<file path="config.mk">
export PLATFORM = sky130hd
export DESIGN_NAME = serial_word_assembler
export DESIGN_NICKNAME = d
export VERILOG_FILES = /design/src/rtl/swa_pkg.sv /design/src/rtl/swa_out_buf.sv /design/src/rtl/serial_word_assembler.sv
export SDC_FILE = /design/constraint.sdc
export NUM_CORES = 1
export LEC_CHECK = 0
export CAP_MARGIN = 15
export CORE_ASPECT_RATIO = 0.8
export CORE_MARGIN = 3
export CORE_UTILIZATION = 36
export CTS_BUF_LIST = sky130_fd_sc_hd__clkbuf_8
export CTS_CLUSTER_DIAMETER = 60
export DETAILED_ROUTE_END_ITERATION = 10
export SYNTH_ARGS = -nofsm -noshare
export SYNTH_HDL_FRONTEND = slang
export SYNTH_HIERARCHICAL = 1
export SYNTH_SLANG_ARGS = --single-unit
</file>
<file path="constraint.sdc">
create_clock -name clk -period 2.7 [get_ports clk]
set_clock_uncertainty 0.1 [all_clocks]
set_input_delay 0.54 -clock clk [delete_from_list [all_inputs] [get_ports clk]]
set_output_delay 0.54 -clock clk [all_outputs]
set_load 0.02 [all_outputs]
</file>
<file path="src/rtl/swa_pkg.sv">
// Shared definitions for the serial word assembler and the downstream
// palindrome checker: default word width, its bit-counter width, and the
// occupancy encoding of the two-entry output holding stage.
package swa_pkg;

  localparam int WORD_W = 8;
  localparam int CNT_W  = $clog2(WORD_W);

  typedef enum logic [1:0] {
    BUF_EMPTY = 2'd0,
    BUF_ONE   = 2'd1,
    BUF_TWO   = 2'd2
  } buf_state_e;

endpackage

</file>
<file path="src/rtl/swa_out_buf.sv">
// Two-entry output holding stage: the head entry drives out_word/out_valid,
// the second entry (pending) absorbs one completed word while the consumer
// stalls. A write is only offered while the stage is not full.
module swa_out_buf
  import swa_pkg::*;
#(
  parameter int WIDTH = WORD_W
) (
  input  logic             clk,
  input  logic             rst_n,
  input  logic             wr_valid,
  input  logic [WIDTH-1:0] wr_word,
  input  logic             out_ready,
  output logic             out_valid,
  output logic [WIDTH-1:0] out_word,
  output logic             pending_full
);

  buf_state_e       state_r;
  buf_state_e       state_nx_s;
  logic [WIDTH-1:0] out_word_r;
  logic [WIDTH-1:0] out_word_nx_s;
  logic [WIDTH-1:0] pend_word_r;
  logic [WIDTH-1:0] pend_word_nx_s;
  logic             out_valid_r;
  logic             pending_full_r;

  // Next occupancy and entry contents; pending always refills the head first.
  always_comb begin
    state_nx_s     = state_r;
    out_word_nx_s  = out_word_r;
    pend_word_nx_s = pend_word_r;
    case (state_r)
      BUF_EMPTY: begin
        if (wr_valid) begin
          state_nx_s    = BUF_ONE;
          out_word_nx_s = wr_word;
        end else begin
          state_nx_s = BUF_EMPTY;
        end
      end
      BUF_ONE: begin
        if (out_ready) begin
          if (wr_valid) begin
            state_nx_s    = BUF_ONE;
            out_word_nx_s = wr_word;
          end else begin
            state_nx_s = BUF_EMPTY;
          end
        end else if (wr_valid) begin
          state_nx_s     = BUF_TWO;
          pend_word_nx_s = wr_word;
        end else begin
          state_nx_s = BUF_ONE;
        end
      end
      BUF_TWO: begin
        // No write can arrive here: the upstream is held off while full.
        if (out_ready) begin
          state_nx_s    = BUF_ONE;
          out_word_nx_s = pend_word_r;
        end else begin
          state_nx_s = BUF_TWO;
        end
      end
      default: begin
        state_nx_s = BUF_EMPTY;
      end
    endcase
  end

  // Occupancy, entry storage and registered status flags.
  always_ff @(posedge clk or negedge rst_n) begin
    if (!rst_n) begin
      state_r        <= BUF_EMPTY;
      out_word_r     <= {WIDTH{1'b0}};
      pend_word_r    <= {WIDTH{1'b0}};
      out_valid_r    <= 1'b0;
      pending_full_r <= 1'b0;
    end else begin
      state_r        <= state_nx_s;
      out_word_r     <= out_word_nx_s;
      pend_word_r    <= pend_word_nx_s;
      out_valid_r    <= (state_nx_s != BUF_EMPTY);
      pending_full_r <= (state_nx_s == BUF_TWO);
    end
  end

  assign out_valid    = out_valid_r;
  assign out_word     = out_word_r;
  assign pending_full = pending_full_r;

endmodule

</file>
<file path="src/rtl/serial_word_assembler.sv">
// Serial-to-parallel word assembler feeding the palindrome checker.
// Accepts one bit per in_valid/in_ready handshake, builds WIDTH-bit words
// (MSB_FIRST selects bit order) and hands them to a two-entry output stage.
// Optional build macro SWA_WORD_COUNT_EN adds a 16-bit count of output
// handshakes on port word_count.
module serial_word_assembler
  import swa_pkg::*;
#(
  parameter int WIDTH     = WORD_W,
  parameter bit MSB_FIRST = 1'b1
) (
  input  logic                     clk,
  input  logic                     rst_n,
  input  logic                     in_valid,
  input  logic                     in_bit,
  output logic                     in_ready,
  input  logic                     in_clear,
  output logic                     out_valid,
  output logic [WIDTH-1:0]         out_word,
  input  logic                     out_ready,
`ifdef SWA_WORD_COUNT_EN
  output logic [15:0]              word_count,
`endif
  output logic [$clog2(WIDTH)-1:0] bit_cnt
);

  localparam int                   BIT_CNT_W = $clog2(WIDTH);
  localparam logic [BIT_CNT_W-1:0] LAST_CNT  = BIT_CNT_W'(WIDTH - 1);

  logic [WIDTH-1:0]     shift_r;
  logic [WIDTH-1:0]     shift_nx_s;
  logic [BIT_CNT_W-1:0] cnt_r;
  logic                 pending_full_s;
  logic                 accept_s;
  logic                 complete_s;

  assign accept_s   = in_valid && !pending_full_s;
  assign complete_s = accept_s && !in_clear && (cnt_r == LAST_CNT);
  assign in_ready   = !pending_full_s;
  assign bit_cnt    = cnt_r;

  // Shift register contents once the current bit is inserted.
  always_comb begin
    shift_nx_s = shift_r;
    if (MSB_FIRST) begin
      shift_nx_s = {shift_r[WIDTH-2:0], in_bit};
    end else begin
      shift_nx_s = {in_bit, shift_r[WIDTH-1:1]};
    end
  end

  // Partial-word state: clear wins over a same-cycle accept; a completing
  // bit restarts the count and hands the full word to the output stage.
  always_ff @(posedge clk or negedge rst_n) begin
    if (!rst_n) begin
      shift_r <= {WIDTH{1'b0}};
      cnt_r   <= {BIT_CNT_W{1'b0}};
    end else if (in_clear) begin
      shift_r <= {WIDTH{1'b0}};
      cnt_r   <= {BIT_CNT_W{1'b0}};
    end else if (accept_s) begin
      if (cnt_r == LAST_CNT) begin
        shift_r <= {WIDTH{1'b0}};
        cnt_r   <= {BIT_CNT_W{1'b0}};
      end else begin
        shift_r <= shift_nx_s;
        cnt_r   <= cnt_r + BIT_CNT_W'(1);
      end
    end else begin
      shift_r <= shift_r;
      cnt_r   <= cnt_r;
    end
  end

  swa_out_buf #(
    .WIDTH(WIDTH)
  ) u_out_buf (
    .clk         (clk),
    .rst_n       (rst_n),
    .wr_valid    (complete_s),
    .wr_word     (shift_nx_s),
    .out_ready   (out_ready),
    .out_valid   (out_valid),
    .out_word    (out_word),
    .pending_full(pending_full_s)
  );

`ifdef SWA_WORD_COUNT_EN
  logic [15:0] word_count_r;

  // Free-running count of consumer handshakes, wrapping at 16 bits.
  always_ff @(posedge clk or negedge rst_n) begin
    if (!rst_n) begin
      word_count_r <= 16'd0;
    end else if (out_valid && out_ready) begin
      word_count_r <= word_count_r + 16'd1;
    end else begin
      word_count_r <= word_count_r;
    end
  end

  assign word_count = word_count_r;
`endif

endmodule

</file>
==> impl_metrics.py <==
metrics = {
    "outcome": {
        "status": "finished, final reports clean",
    },
    "routing": {
        "vias": 1052,
        "wl_um": 2860,
        "drt_first_pass_iters": 4,
        "drc_errors": 0,
        "vias_per_cell": 4.96,
        "post_drt_wl_per_cell_um": 13.5,
        "drtIter0Drc": 79,
        "postRouteAntennaNets": 0,
    },
    "critical_path": {
        "path_cells": "clkdlybuf4s50_1 -> nand2b_4 -> nor3b_1 -> buf_4 -> ha_1 -> mux2i_1 -> o21ai_0 -> or2_1",
        "worstPathRequired_ns": 2.77,
        "crit_path_start_kind": "input pin",
        "crit_slowest_cell": "clkdlybuf4s50_1",
        "crit_arrival_ns": 2.32,
        "critPathCaptureType": "flip-flop",
        "max_stage_delay_ns": 0.52,
        "cp_max_fo": 12,
        "crit_family": "buffers and inverters",
        "crit_buf_inv": 2,
        "path_class": "in2reg",
    },
    "logic_synthesis": {
        "yosys-top-cells-area": "dfrtp_1 (50%), mux2_2 (6.0%), a211oi_2 (5.9%)",
        "netlist.area_leader.share_pct": 50.2,
        "synth.distinct_cells": 32,
        "syn_avg_cell_area_um2": 11.2,
        "synth_area_um2": 1500,
        "synth_nets": 143,
        "synth_cells": 134,
        "yosys_warnings": 6,
        "synth-seq-area-share_pct": 50.2,
        "async_flop_share_pct": 100,
        "post-synth-top-area-cell": "dfrtp_1",
        "synth-seq-cells": 30,
        "synth_ff_type": "dfrtp_1",
        "synth-edff-count": 0,
    },
    "sta": {
        "fmax_mhz": 443,
        "rsz0062_at_grt": "no",
        "whs_ns": 0.399,
        "hold_violations": 0,
        "relSlewSlack_pct": 72.5,
        "fin_tns_setup_ns": 0,
        "fin_ws_ns": 0.445,
        "finalMaxSlewViolations": 0,
        "setup_viol": 0,
        "fin_crit_ns": 2.26,
        "timing.final.crit_share_pct": 83.5,
        "worst_pin_slew_ns": 0.412,
    },
    "power_and_ir_drop": {
        "irDropWorstVdd_uv": 298,
        "powerDensity_nw_per_um2": 515,
        "p_leak_nw": 0.817,
        "p_total_uw": 933,
    },
    "clock_network": {
        "ctsResizeCount": 0,
        "cts_tree": "yes",
        "postCtsSetupBuffers": 0,
        "clk_pin_slew_worst_paths_ns": 0.06,
        "hold_buffers": 0,
        "clk_latency_ns": 0.28,
        "cts_buffer_depth": 2,
        "cts_root_buf": "clkbuf_8",
        "htree_levels": 2,
        "cts.sinks": 30,
        "cts_buffers": 5,
    },
    "grt": {
        "grt_antenna_before_repair": 0,
        "grt_pass1_wl_um": 4940,
        "grt_max_degree": 31,
        "grt_usage_pct": 12.7,
        "grt_overflow": 0,
        "grt_pass1_vias": 1046,
    },
    "layout": {
        "nets": 166,
        "drive_above_1_share_pct": 22.9,
        "n_antenna_cell": 0,
        "final_common_cell": "dfrtp_1",
        "area_delta_synth_final_pct": 21.2,
        "final_cell_mix": "dfrtp_1 (30), clkdlybuf4s50_1 (18), nor2_1 (15)",
        "instances_no_fill": 212,
    },
    "place": {
        "placedCellCount": 205,
        "port_buffers": 18,
        "hpwl_um": 2080,
        "gp_congestion": 0.848,
        "preCtsSetupSlack_ns": 0.160,
    },
    "die": {
        "pin_count": 19,
        "die_w_um": 78.1,
        "die_y_um": 63.6,
        "rows": 20,
        "initial_utilization_pct": 38.3,
        "die_area_um2": 4970,
        "core_area_um2": 3900,
    },
    "worst_hold_path": {
        "min-delay-path-class": "reg2reg",
    },
    "run": {
        "max_cap_viol_count": 0,
    },
}
-- kinds of logic (layout without fill, tap and decap cells) --
family | Yosys count | after routing | share of synthesized area [%]
buffers and inverters | 8 | 31 | 3.10
multiplexers | 9 | 9 | 6.69
AND/OR/NAND/NOR | 55 | 55 | 21.1
flip-flops | 30 | 30 | 50.2
adder cells (fa/ha/maj) | 3 | 3 | 2.51
AO/OA/AOI/OAI | 29 | 29 | 16.4
-- flip-flops by register name, indices dropped and copies added (netlist names) --
name                    count
bit_cnt                     3
shift_r                     7
u_out_buf/pend_word_r       8
u_out_buf/pending_full      1
u_out_buf/out_valid         1
u_out_buf/out_word          8
u_out_buf/state_r           2
-- synth_stat cells (all sizes together), types with 2 or more instances --
| master | n |
|---|---|
| nor2 | 15 |
| o32ai | 7 |
| o21ai | 2 |
| ha | 3 |
| nand3b | 9 |
| a211oi | 7 |
| or2 | 8 |
| dfrtp | 30 |
| nand2 | 13 |
| nand2b | 3 |
| nor3b | 2 |
| buf | 4 |
| and2b | 2 |
| clkbuf | 2 |
| mux2 | 8 |
| a21oi | 10 |
-- area by class of cell --
type | instances | area, µm²
fill | 378 | 2090
sequential | 30 | 751
multi-input combinational | 96 | 698
timing repair buffer | 22 | 210
clock buffer | 5 | 68.8
tap | 55 | 68.8
clock inverter | 2 | 7.51
inverter | 2 | 7.51
-- stage by stage --
stage               area [µm²]  util, %
global placement          1740     44.5
detailed placement        1740     44.5
floorplan                 1500        -
finish                    1810     46.4
CTS                       1810     46.4
global route              1810     46.4
-- metal layers --
| metal | wire length (µm) | vias up | GRT usage, % | share of wire (%) |
|---|---|---|---|---|
| met5 | 0 | - | 0 | 0 |
| li1 | - | 519 | - | - |
| met2 | 1230 | 24 | 18.6 | 43 |
| met4 | 48 | 0 | 5.24 | 1.7 |
| met1 | 1450 | 503 | 17.2 | 51 |
| met3 | 130 | 6 | 4.29 | 4.5 |
-- final timing paths --
kind / from / to / slack (ns) / depth (start not counted)
min in group asynchronous: rst_n / u_out_buf/pend_word_r[0] / 0.55 / 2
max in group asynchronous: rst_n / shift_r[2] / 1.67 / 2
worst min-delay path: u_out_buf/pend_word_r[1] / u_out_buf/pend_word_r[1] / 0.40 / 1
worst min register to register: u_out_buf/pend_word_r[1] / u_out_buf/pend_word_r[1] / 0.40 / 1
worst max-delay path: in_valid / u_out_buf/out_valid / 0.44 / 8
worst max register to register: bit_cnt[0] / u_out_buf/out_valid / 0.47 / 8
-- power breakdown --
group,switching [mW],total (mW),internal (mW)
sequential,0.0131,0.483,0.470
clock,0.155,0.324,0.169
combinational,0.0638,0.126,0.0623
Note: power is estimated with default switching activity, not from simulation.
